**config.mk**
```make
export PLATFORM = sky130hd
export DESIGN_NAME = led7_scan_reader
export DESIGN_NICKNAME = d
export VERILOG_FILES = /design/src/rtl/led7_scan_reader.sv
export SDC_FILE = /design/constraint.sdc
export NUM_CORES = 1
export LEC_CHECK = 0
export ABC_AREA = 1
export BUFFER_PORTS_ARGS = -buffer_cell sky130_fd_sc_hd__buf_2
export CORE_ASPECT_RATIO = 0.9
export CORE_MARGIN = 3
export CORE_UTILIZATION = 45
export CTS_CLUSTER_DIAMETER = 40
export DETAILED_ROUTE_END_ITERATION = 7
export PLACE_DENSITY_LB_ADDON = 0.1
export SLEW_MARGIN = 5
export SYNTH_ARGS = -nofsm -noshare
export SYNTH_HDL_FRONTEND = slang
export SYNTH_SLANG_ARGS = --single-unit
```
**constraint.sdc**
```tcl
create_clock -name i_clk -period 4.7 [get_ports i_clk]
set_input_delay 0.705 -clock i_clk [delete_from_list [all_inputs] [get_ports i_clk]]
set_output_delay 0.705 -clock i_clk [all_outputs]
set_load 0.005 [all_outputs]
```
**src/rtl/led7_scan_reader.sv**
```systemverilog
// Monitors a multiplexed active-low 7-segment bus and recovers the hex value
// shown on each digit once its (anode, segment) pair has been stable long enough.
module led7_scan_reader #(
  parameter int unsigned NUM_DIGITS    = 4,
  parameter int unsigned STABLE_CYCLES = 4,
  localparam int unsigned IDX_W        = (NUM_DIGITS > 1) ? $clog2(NUM_DIGITS) : 1
) (
  input  logic                    i_clk,
  input  logic                    i_rst_n,
  input  logic                    i_en,
  input  logic [NUM_DIGITS-1:0]   i_anode,
  input  logic [6:0]              i_7seg,
  output logic [4*NUM_DIGITS-1:0] o_digits,
  output logic [NUM_DIGITS-1:0]   o_blank,
  output logic [IDX_W-1:0]        o_index,
  output logic                    o_valid,
  output logic                    o_err
);

  localparam int unsigned CNT_W     = $clog2(STABLE_CYCLES + 1);
  localparam logic [6:0]  SEG_BLANK = 7'h7F;

  // Tracker and output state plus their next-state values.
  logic [NUM_DIGITS-1:0]   prev_anode, prev_anode_n;
  logic [6:0]              prev_seg, prev_seg_n;
  logic [CNT_W-1:0]        cnt, cnt_n;
  logic                    done, done_n;
  logic [4*NUM_DIGITS-1:0] digits, digits_n;
  logic [NUM_DIGITS-1:0]   blank, blank_n;
  logic [IDX_W-1:0]        index, index_n;
  logic                    valid, valid_n;
  logic                    err, err_n;

  logic                    pair_eq;
  logic                    commit;
  logic                    dec_legal;
  logic [3:0]              dec_val;
  logic                    one_low;
  logic [IDX_W-1:0]        sel_idx;
  int unsigned             low_cnt;

  // Active-low hex font lookup.
  always_comb begin
    dec_legal = 1'b1;
    dec_val   = 4'h0;
    case (i_7seg)
      7'b1000000: dec_val = 4'h0;
      7'b1111001: dec_val = 4'h1;
      7'b0100100: dec_val = 4'h2;
      7'b0110000: dec_val = 4'h3;
      7'b0011001: dec_val = 4'h4;
      7'b0010010: dec_val = 4'h5;
      7'b0000010: dec_val = 4'h6;
      7'b1111000: dec_val = 4'h7;
      7'b0000000: dec_val = 4'h8;
      7'b0010000: dec_val = 4'h9;
      7'b0001000: dec_val = 4'hA;
      7'b0000011: dec_val = 4'hB;
      7'b1000110: dec_val = 4'hC;
      7'b0100001: dec_val = 4'hD;
      7'b0000110: dec_val = 4'hE;
      7'b0001110: dec_val = 4'hF;
      default:    dec_legal = 1'b0;
    endcase
  end

  // A commit is only meaningful when exactly one digit is selected.
  always_comb begin
    low_cnt = 0;
    sel_idx = '0;
    for (int unsigned k = 0; k < NUM_DIGITS; k++) begin
      if (!i_anode[k]) begin
        low_cnt = low_cnt + 1;
        sel_idx = IDX_W'(k);
      end
    end
    one_low = (low_cnt == 1);
  end

  assign pair_eq = (i_anode == prev_anode) && (i_7seg == prev_seg);
  assign commit  = pair_eq && (cnt == CNT_W'(STABLE_CYCLES - 1)) && !done && i_en;

  // Next-state: stability tracking and commit effects.
  always_comb begin
    prev_anode_n = prev_anode;
    prev_seg_n   = prev_seg;
    cnt_n        = cnt;
    done_n       = done;
    digits_n     = digits;
    blank_n      = blank;
    index_n      = index;
    valid_n      = 1'b0;
    err_n        = 1'b0;

    if (!pair_eq) begin
      prev_anode_n = i_anode;
      prev_seg_n   = i_7seg;
      cnt_n        = CNT_W'(1);
      done_n       = 1'b0;
    end else if (cnt < CNT_W'(STABLE_CYCLES)) begin
      cnt_n = cnt + CNT_W'(1);
    end

    if (commit) begin
      done_n = 1'b1;
      if (one_low) begin
        index_n = sel_idx;
        if (dec_legal) begin
          valid_n = 1'b1;
          for (int unsigned k = 0; k < NUM_DIGITS; k++) begin
            if (!i_anode[k]) begin
              digits_n[4*k +: 4] = dec_val;
              blank_n[k]         = 1'b0;
            end
          end
        end else if (i_7seg == SEG_BLANK) begin
          valid_n = 1'b1;
          for (int unsigned k = 0; k < NUM_DIGITS; k++) begin
            if (!i_anode[k]) blank_n[k] = 1'b1;
          end
        end else begin
          err_n = 1'b1;
        end
      end
    end
  end

  always_ff @(posedge i_clk or negedge i_rst_n) begin
    if (!i_rst_n) begin
      prev_anode <= '1;
      prev_seg   <= SEG_BLANK;
      cnt        <= '0;
      done       <= 1'b0;
      digits     <= '0;
      blank      <= '1;
      index      <= '0;
      valid      <= 1'b0;
      err        <= 1'b0;
    end else begin
      prev_anode <= prev_anode_n;
      prev_seg   <= prev_seg_n;
      cnt        <= cnt_n;
      done       <= done_n;
      digits     <= digits_n;
      blank      <= blank_n;
      index      <= index_n;
      valid      <= valid_n;
      err        <= err_n;
    end
  end

  assign o_digits = digits;
  assign o_blank  = blank;
  assign o_index  = index;
  assign o_valid  = valid;
  assign o_err    = err;

endmodule
```
# Word level (Yosys, flattened, before mapping)
# Index checks and enable logic that the tools add are counted.
# op_classes
addsub	4
n_mul	0
div	0
n_lt_le_gt_ge	1
eq_ne	30
n_shift	0
mux	31
bitwise_logic	4
n_reduce_logical	17
# op_table
op	n
$add A32 B1 Y32 const B	3
$mux W32	3
$pmux W4 S15	1
$eq A7 B7 Y1 const B	5
$eq A32 B1 Y1 const B	1
$eq A7 B5 Y1 const B	3
$eq A7 B6 Y1 const B	3
$mux W1	21
$reduce_and A5 Y1	4
$ne A2 B2 Y1 const B	8
$reduce_and A4 Y1	4
$reduce_or A16 Y1	1
$eq A7 B2 Y1 const B	2
$eq A7 B4 Y1 const B	2
$mux W4	2
$eq A7 B3 Y1 const B	1
$eq A7 B7 Y1	1
$logic_not A7 Y1	1
$mux W3	2
$eq A4 B4 Y1	1
$logic_and A1 B1 Y1	4
$mux W2	2
$ne A2 B1 Y1 const B	2
$not A1 Y1	4
6 further kinds	6
# totals
ff_bits	39
latchBits	0
ramBits	0
rom_bits	0
in_bits	14
out_inout_bits	24
memories	0

# Logic depth before layout (Yosys ltp)
# Gate-level depths: netlist of the first run.
# logic_depth
depth_word	10
mapped_depth	16
ltp_nobuf	14

# Worst setup path before layout of the first run
# OpenSTA, ideal clock, no wires.
# synth_path
path_type	in2reg
start	in i_anode[0]
end	reg digits[7], in the netlist o_digits[7]
setup_time_ps	130
arrival_ps	2405
t_required_ps	4570
slack_ps	2164
path_stages	12
n_path_buf	1
path_cell_list	inv_1 > ha_1 > xnor2_1 > ha_1 > nand2_1 > xnor2_1 > nand3_4 > nor2_8 > buf_12 > nand3_4 > nand2_1 > o21ai_1
# synth_via
elab_chain_cells	9
# synth_rtl
item	line	text
start: declaration	11	input logic [NUM_DIGITS-1:0] i_anode,
$mux W1	72	if (!i_anode[k]) begin
$add A32 B1 Y32	73	low_cnt = low_cnt + 1;
$mux W32	72	
$add A32 B1 Y32	73	
$mux W32	72	
$add A32 B1 Y32	73	
$mux W32	72	
$eq A32 B1 Y1	77	one_low = (low_cnt == 1);
$reduce_and A4 Y1 (no line) *	n/a	
end signal: assignment	144	digits <= digits_n;
end: declaration	28	logic [4*NUM_DIGITS-1:0] digits, digits_n;
# Mark *: on every way between the ends. The rest lies on a longest branch, timed or not.
# A chain may end at the register's enable or synchronous reset.

# Final worst setup path of the first run
# layout_path
start	in i_anode[0]
end	reg digits[9], in the netlist o_digits[9]
# The elaborated chain is that of the path after synthesis.

==> impl_metrics.tcl, run 1 <==
set metrics [dict create \
    fmax_mhz 388 \
    grt_use_total_pct 16.7 \
    cp.depth 11 \
    ys_top_cells_by_count "61 x nand2_1, 27 x inv_1, 26 x nor2_1" \
    critical_path.startpoint "i_anode[0]" \
    gp_congestion 0.805 \
    cts_made_buffers 5 \
    worstSetupEndpointType "flip-flop" \
    power.leakage_nw 1.31 \
    cap_violations 0 \
    ys_ff_latch 39 \
    synth_nets 274 \
    synth.distinct_cells 32 \
    skew_ps 8.66 \
    r2r_cells 10 \
    relSlewSlack_pct 43.6 \
    gr-total-overflow 0 \
    rrSetupSlack_ps 2800 \
    crit_required_ps 4890 \
    grt_pass1_vias 1547 \
    rr_endpoint "o_digits[9]$_DFFE_PN0P_" \
    whs_ps 460 \
    power_density_nw_per_um2 291 \
    min_period_ps 2580 \
    grtUsageMet3_pct 4.07 \
    dieArea_um2 5590 \
    routed-via-count 1605 \
    use_met2_pct 24.1 \
    synth_top_cell_area_share_pct 28.3 \
    grt_max_degree 40 \
    area_growth_pct 13.8 \
    drc 0 \
    critPathMaxStageDelay_ps 310 \
    hold_violations 0 \
    drt-initial-drc-count 51 \
    finalCritPeriodShare_pct 54.8 \
    critPathBufInv 2 \
    crit_slowest_cell "ha_1" \
    avgViaCountPerCell 4.63 \
    initial_utilization_pct 47.1 \
    busiest_layer "met1" \
    dpl_cell_area_um2 2300 \
    grt_pass1_wl_mm 7.25 \
    post_cts_buffers 0 \
    synth_edf_count 0 \
    die_y_um 71.2 \
    worstSetupEndpoint "o_digits[9]$_DFFE_PN0P_" \
    layout-drive-gt1-share_pct 28.8 \
    numPortBuffers 37 \
    fin_total_pwr_mw 0.704 \
    yosysMostFrequentCell "nand2_1" \
    path_delay_family "simple AND/OR/NAND/NOR gates" \
    slew_violations 0 \
    cp_max_fo 13 \
    finalWirelength_mm 4.13 \
    cts_resized 0 \
    fin_area_um2 2420 \
    h-tree-depth 2 \
    path_cells "buf_2, inv_1, ha_1, xnor2_1, ha_1, nand2_1, xnor2_1, nand3_4, nor2_8, nand3_4, o21ai_0" \
    crit_type "input port to flip-flop" \
    fin_tns_setup_ps 0 \
    clk_pin_slew_ps 80 \
    hold_path_class "flip-flop to flip-flop" \
    reg2reg_from "prev_anode[1]$_DFFE_PN1P_" \
    dp_hpwl_mm 3.14 \
    tritoncts "built" \
    die_x_um 78.5 \
    antenna_found_initial 0 \
    async_flop_share_pct 100 \
    core_area_um2 4520 \
    setup_viol 0 \
    synth_warnings 0 \
    status "finished, final reports clean" \
    synthCells 255 \
    clock_path_buffers 2 \
    rows 23 \
    rsz0062_at_grt "no" \
    io_pins 38 \
    cts_root_buffer "clkbuf_8" \
    antenna_left 0 \
    worst_pin_slew_ps 846 \
    drtPass1Iterations 4 \
    yosys.area.top_type "dfrtp_1" \
    diodes 0 \
    globalRouteMet1Util_pct 24.6 \
    clk_latency_ps 290 \
    synth_ff_type "dfrtp_1" \
    worstPathArrival_ps 2770 \
    ctsHoldBuffers 0 \
    peakVddDrop_uv 158 \
    cts_num_sinks 39 \
    syn_area_um2 2130 \
    syn_area_per_cell_um2 8.34 \
    wl_per_cell_um 11.9 \
    nNetsFinal 303 \
    worst_setup_path_start_kind "input port" \
    yosysSeqAreaShare_pct 46.8 \
    ys_top_cells_by_area "dfrtp_1 28%, dfstp_2 19%, nand2_1 11%" \
]
metal layers:
metal	share of wire [%]	up-vias	wire, um
li1	-	849	-
met1	52	716	2130
met2	42	35	1750
met3	4.8	5	199
met4	1.3	0	52
met5	0	-	0
layout make-up:
type	count	area, um^2
well taps	62	77.6
clock inverters	2	35.0
inverters	34	131
repair buffers	37	185
multi-input cells	167	912
clock buffers	6	82.6
flip-flops and latches	39	995
fillers	460	2100
report_power, final:
group          switching [mW]  internal [mW]  total, mW
clock                   0.118          0.172      0.290
sequential            0.00214          0.344      0.346
combinational          0.0468         0.0214     0.0682
cell families after synthesis:
group	after synthesis	synth area share [%]
simple gates	127	29.8
flops	39	46.8
fa+ha+maj	5	2.94
compound gates	25	6.00
buf+inv	49	10.3
xor+xnor	10	4.12
state kept, by name, indices dropped and copies added (netlist names), 2 cells and up:
name	cells
o_blank	4
cnt	3
o_index	2
prev_seg	7
prev_anode	4
o_digits	16
through the flow:
| step | utilization [%] | setup slack (ps) | instances |
|---|---|---|---|
| finish | 53.5 | 2120 | 347 |
| detailed placement | 50.9 | 1810 | 339 |
| floorplan | - | 2160 | 255 |
| global placement | 50.9 | 1910 | 339 |
| CTS | 53.5 | 2110 | 347 |
| global route | 53.5 | 1860 | 347 |
tightest hold or removal path: stages, from the launching register on:
cell and delay [ps]:
dfstp_2 370, inv_1 40, a21oi_1 50
cells in the final DEF (no fill, tap or decap), types with 4 or more instances in the layout:
cell type,n
nand2_1,61
buf_2,37
inv_1,27
nor2_1,26
dfrtp_1,24
nand3_1,21
dfstp_2,15
a21oi_1,10
xnor2_1,8
o21ai_1,7
o21ai_0,6
clkbuf_8,6
inv_2,5
nand3_4,5
ha_1,5
nor2_2,4
worst min-delay path by stage:
stage                                      start                      to  cells after the start
final                     o_blank[3]$_DFFE_PN1P_  o_blank[3]$_DFFE_PN1P_                      2
after global routing      o_blank[0]$_DFFE_PN1P_  o_blank[0]$_DFFE_PN1P_                      2
after CTS                 o_blank[3]$_DFFE_PN1P_  o_blank[3]$_DFFE_PN1P_                      2
after detailed placement  o_blank[3]$_DFFE_PN1P_  o_blank[3]$_DFFE_PN1P_                      2
after global placement    o_blank[2]$_DFFE_PN1P_  o_blank[2]$_DFFE_PN1P_                      2
after floorplan                          i_rst_n      cnt[0]$_DFFE_PN0P_                      0
No activity file was read; power rests on OpenSTA's default activity.
==> run 2: changes to the inputs <==
==> constraint.sdc (replaced) <==
create_clock -name i_clk -period 2.6 [get_ports i_clk]
set_input_delay 0.39 -clock i_clk [delete_from_list [all_inputs] [get_ports i_clk]]
set_output_delay 0.39 -clock i_clk [all_outputs]
set_load 0.005 [all_outputs]
==> impl_metrics.tcl, run 2 (synthesis gave the netlist of run 1 again) <==
set metrics [dict create \
    status "finished, final reports clean" \
    nNetsFinal 304 \
    peakVddDrop_uv 319 \
    grt_pass1_vias 1504 \
    placed_cells 340 \
    fill_cells 459 \
    instances_no_fill 348 \
    clk_pin_slew_ps 70 \
    cts_num_sinks 39 \
    ctsHoldBuffers 0 \
    slew_violations 0 \
    worst_setup_path_start_kind "input port" \
    cp_max_fo 13 \
    rows 23 \
    drtPass1Iterations 4 \
    setup_viol 0 \
    cts_resized 0 \
    grt_use_total_pct 16.6 \
    die_x_um 78.5 \
    reg2reg_from "prev_anode[1]$_DFFE_PN1P_" \
    initial_utilization_pct 47.1 \
    rsz0062_at_grt "no" \
    clock_path_buffers 2 \
    fmax_mhz 463 \
    largest_reg_flops 16 \
    drc 0 \
    drt-initial-drc-count 58 \
    cts_made_buffers 5 \
    routed-via-count 1648 \
    power_density_nw_per_um2 480 \
    area_growth_pct 12.5 \
    skew_ps 4.08 \
    multi_input_area_um2 912 \
    hold_path_class "input port to asynchronous set/reset pin" \
    cap_violations 0 \
    worstSetupEndpointType "flip-flop" \
    r2r_cells 11 \
    relSlewSlack_pct 43.7 \
    final_cell_mix "61 x nand2_1, 37 x buf_2, 27 x inv_1" \
    clk_latency_ps 290 \
    post_cts_buffers 0 \
    die_y_um 71.2 \
    layout-drive-gt1-share_pct 29.0 \
    tritoncts "built" \
    finalWirelength_mm 4.19 \
    rrSetupSlack_ps 810 \
    min_period_ps 2160 \
    io_pins 38 \
    crit_type "input port to flip-flop" \
    crit_required_ps 2770 \
    gr-total-overflow 0 \
    h-tree-depth 2 \
    wl_per_cell_um 12.0 \
    avgViaCountPerCell 4.74 \
    rr_endpoint "o_digits[9]$_DFFE_PN0P_" \
    core_area_um2 4520 \
    worst_pin_slew_ps 844 \
    register_area_um2 995 \
    mostFrequentLayoutCell "nand2_1" \
    fin_tns_setup_ps 0 \
    gp_congestion 0.805 \
    antenna_found_initial 0 \
    dieArea_um2 5590 \
    diodes 0 \
    hold_violations 0 \
    cts_root_buffer "clkbuf_8" \
    finalCritPeriodShare_pct 83.2 \
    antenna_left 0 \
    dp_hpwl_mm 3.19 \
    whs_ps 190 \
    grt_pass1_wl_mm 7.11 \
    grt_max_degree 40 \
    worstPathArrival_ps 2330 \
    numPortBuffers 37 \
    power.leakage_nw 1.30 \
]
[run 2: metal layers]
layer	routed length, um	vias up	GRT usage [%]	share of wire [%]
met4	79	0	7.57	1.9
met3	195	8	3.94	4.7
li1	-	856	-	-
met5	0	-	0	0
met2	1740	35	23.7	41
met1	2180	749	23.9	52
[run 2: area by class of cell]
class                   instances  share of cell area [%]
clock inverters                 3                   0.628
repair buffers                 38                    8.05
multi-input cells             167                    38.1
clock buffers                   5                    2.88
flip-flops and latches         39                    41.6
inverters                      34                    5.49
well taps                      62                    3.24
[run 2: metrics by stage]
step                power [mW]  instance area (um^2)  util (%)  worst slack [ps]
floorplan                0.724                  2130         -               379
global placement         0.762                  2310      51.1               157
detailed placement       0.763                  2310      51.1               119
CTS                       1.16                  2390      52.9               435
global route              1.20                  2390      52.9               251
finish                    1.15                  2390      52.9               438
[run 2: worst max path at each step]
stage                                          end  slack [ps]  cells after the start       start
after floorplan            o_digits[7]$_DFFE_PN0P_         380                     12  i_anode[0]
after global placement     o_digits[8]$_DFFE_PN0P_         160                     13  i_anode[0]
after detailed placement   o_digits[9]$_DFFE_PN0P_         120                     12  i_anode[0]
after CTS                  o_digits[8]$_DFFE_PN0P_         440                     13  i_anode[0]
after global routing      o_digits[12]$_DFFE_PN0P_         250                     14  i_anode[0]
final                      o_digits[9]$_DFFE_PN0P_         440                     12  i_anode[0]
[run 2: report_power, final]
group          total, mW  switching, mW  internal [mW]
Combinational      0.124         0.0848         0.0394
Clock              0.399          0.216          0.184
Sequential         0.626        0.00379          0.622
[run 2: critical path, stage by stage]
cell     delay [ps]
buf_2           130
inv_1            70
ha_1            340
xnor2_1         200
ha_1            170
nand2_1          60
xnor2_1         250
nand3_4         140
nor2_8          250
nand3_4         160
nand2_1          80
o21ai_0          80
==> run 3: changes to the inputs <==
--- a/config.mk
+++ b/config.mk
@@ -5,7 +5,7 @@
 export SDC_FILE = /design/constraint.sdc
 export NUM_CORES = 1
 export LEC_CHECK = 0
-export ABC_AREA = 1
+export ABC_AREA = 0
 export BUFFER_PORTS_ARGS = -buffer_cell sky130_fd_sc_hd__buf_2
 export CORE_ASPECT_RATIO = 0.9
 export CORE_MARGIN = 3
==> constraint.sdc (replaced) <==
create_clock -name i_clk -period 2.1 [get_ports i_clk]
set_input_delay 0.315 -clock i_clk [delete_from_list [all_inputs] [get_ports i_clk]]
set_output_delay 0.315 -clock i_clk [all_outputs]
set_load 0.005 [all_outputs]
==> impl_metrics.tcl, run 3 <==
set metrics [dict create \
    status "finished, violations left" \
    failed_checks "negative setup slack" \
    crit_required_ps 2280 \
    initial_utilization_pct 48.8 \
    nNetsFinal 275 \
    gr-total-overflow 0 \
    largest_reg_flops 16 \
    dieArea_um2 5440 \
    power_density_nw_per_um2 535 \
    setup_ws_ps -444 \
    internal-power_mw 1.18 \
    top_layer "met4" \
    clock_path_buffers 2 \
    synth_top_cell_area_share_pct 29.1 \
    finalWirelength_mm 5.47 \
    die_x_um 77.4 \
    crit_type "input port to flip-flop" \
    final_cell_mix "42 x buf_4, 35 x buf_2, 24 x dfrtp_1" \
    fin_tns_setup_ps -8080 \
    slew_violations 0 \
    worstSetupEndpointType "flip-flop" \
    worst_pin_slew_ps 841 \
    grt_pass1_vias 1788 \
    register_area_um2 995 \
    cts_num_sinks 39 \
    h-tree-depth 2 \
    drc 0 \
    async_flop_share_pct 100 \
    grt_pass1_wl_mm 9.05 \
    pwr-share-clk_pct 35.8 \
    ys_top_cells_by_area "dfrtp_1 29%, dfstp_2 19%, mux2_2 8.2%" \
    dp_hpwl_mm 3.66 \
    layout-drive-gt1-share_pct 60.3 \
    wl_per_cell_um 17.2 \
    dpl_cell_area_um2 2630 \
    whs_ps 122 \
    die_y_um 70.3 \
    p_sw_share_pct 25.2 \
    gp_congestion 0.771 \
    fin_total_pwr_mw 1.58 \
    syn_area_um2 2070 \
    cts_made_buffers 5 \
    yosysSeqAreaShare_pct 48.1 \
    grt_use_total_pct 21.3 \
    clk_latency_ps 300 \
    avgViaCountPerCell 5.41 \
    synthCells 185 \
    relSlewSlack_pct 43.9 \
    synth_nets 204 \
    synth_edf_count 0 \
    multi_input_area_um2 1130 \
    antenna_left 0 \
    synth_warnings 0 \
    numPortBuffers 37 \
    drt-initial-drc-count 154 \
    antenna_found_initial 0 \
    yosysMostFrequentCell "dfrtp_1" \
    area_growth_pct 42.6 \
    met1_length_mm 2.34 \
    clk_pin_slew_ps 70 \
    placed_cells 300 \
    p_seq_share_pct 49.2 \
    place_ws_ps -873 \
    ys_ff_latch 39 \
    skew_ps 3.80 \
    critPathBufInv 4 \
    synth_ff_type "dfrtp_1" \
    dr_wl_met3_um 284 \
    pwr-share-comb_pct 14.9 \
    peakVddDrop_uv 495 \
    mostFrequentLayoutCell "buf_4" \
    instances_no_fill 317 \
    cap_violations 0 \
    diodes 0 \
    worstPathArrival_ps 2730 \
    grt_max_degree 40 \
    p_switching_mw 0.398 \
    cts_root_buffer "clkbuf_8" \
    drtPass1Iterations 4 \
    setup_viol 23 \
    crit_slowest_cell "or4_4" \
    hold_path_class "input port to asynchronous set/reset pin" \
    routed-via-count 1715 \
    met2_length_mm 2.77 \
    tritoncts "built" \
    rows 22 \
    hold_violations 0 \
    core_area_um2 4240 \
    post-route-util_pct 69.5 \
    critPathMaxStageDelay_ps 540 \
    syn_area_per_cell_um2 11.2 \
    rsz0062_at_grt "yes" \
    path_cells "buf_8, inv_4, ha_4, xnor2_4, ha_4, o311a_1, or4_4, buf_8, nor3_4, buf_6, mux2_4" \
    yosys.area.top_type "dfrtp_1" \
    fin_area_um2 2950 \
    synth.distinct_cells 47 \
    path_delay_family "simple AND/OR/NAND/NOR gates" \
    cp_max_fo 7 \
    fill_cells 326 \
    min_period_ps 2540 \
    fmax_mhz 393 \
    power.leakage_nw 1.40 \
    io_pins 38 \
    ctsHoldBuffers 0 \
    ys_top_cells_by_count "24 x dfrtp_1, 18 x clkbuf_1, 15 x dfstp_2, 15 x mux2_2, 13 x xor2_1" \
    worst_setup_path_start_kind "input port" \
    finalCritPeriodShare_pct 121 \
]
## run 3: timing repair
item | 4_1_cts | 5_1_grt
buffers inserted | 14 | 2
pin swaps | 11 | 3
gates resized for setup | 28 | 7
endpoints found under the setup margin | 24 | 27
hold endpoints to repair | 0 | 0
## run 3: worst paths after layout
check,slack (ps),end,start,cells after the start
max in group asynchronous,1460,o_index[0]$_DFFE_PN0P_,i_rst_n,1
worst min-delay path,120,cnt[0]$_DFFE_PN0P_,i_rst_n,1
min in group i_clk,150,prev_seg[1]$_DFFE_PN1P_,i_7seg[1],1
worst max-delay path,-440,o_digits[7]$_DFFE_PN0P_,i_anode[1],11
worst max register to register,-400,o_digits[7]$_DFFE_PN0P_,prev_anode[0]$_DFFE_PN1P_,8
worst min register to register,480,o_index[1]$_DFFE_PN0P_,o_index[1]$_DFFE_PN0P_,1
## run 3: logic make-up (layout without fill, tap and decap cells)
kind of cell / Yosys count / after routing / synth area share, %
buf+inv: 29 / 101 / 5.87
flops: 39 / 39 / 48.1
fa+ha+maj: 5 / 5 / 3.03
simple gates: 55 / 55 / 18.8
mux: 17 / 17 / 9.20
xor+xnor: 15 / 15 / 6.36
compound gates: 25 / 25 / 8.66
## run 3: final cells by class
type,instances,share of cell area (%)
clock buffer,8,3.40
inverter,7,0.976
multi-input combinational,117,38.4
sequential,39,33.7
tap,60,2.55
timing repair buffer,86,20.9
## run 3: routing by layer
layer  GRT usage [%]  vias to the layer above
li1                -                      793
met1            27.2                      861
met2            36.0                       53
met3            4.64                        8
met4            6.52                        0
met5               0                        -
## run 3: power groups by stage
stage	clock network, mW	logic [mW]	registers, mW
after floorplan	0	0.107	0.788
after CTS	0.571	0.221	0.775
final	0.565	0.235	0.776
after global placement	0	0.192	0.788
after detailed placement	0	0.201	0.789
after global routing	0.604	0.253	0.777
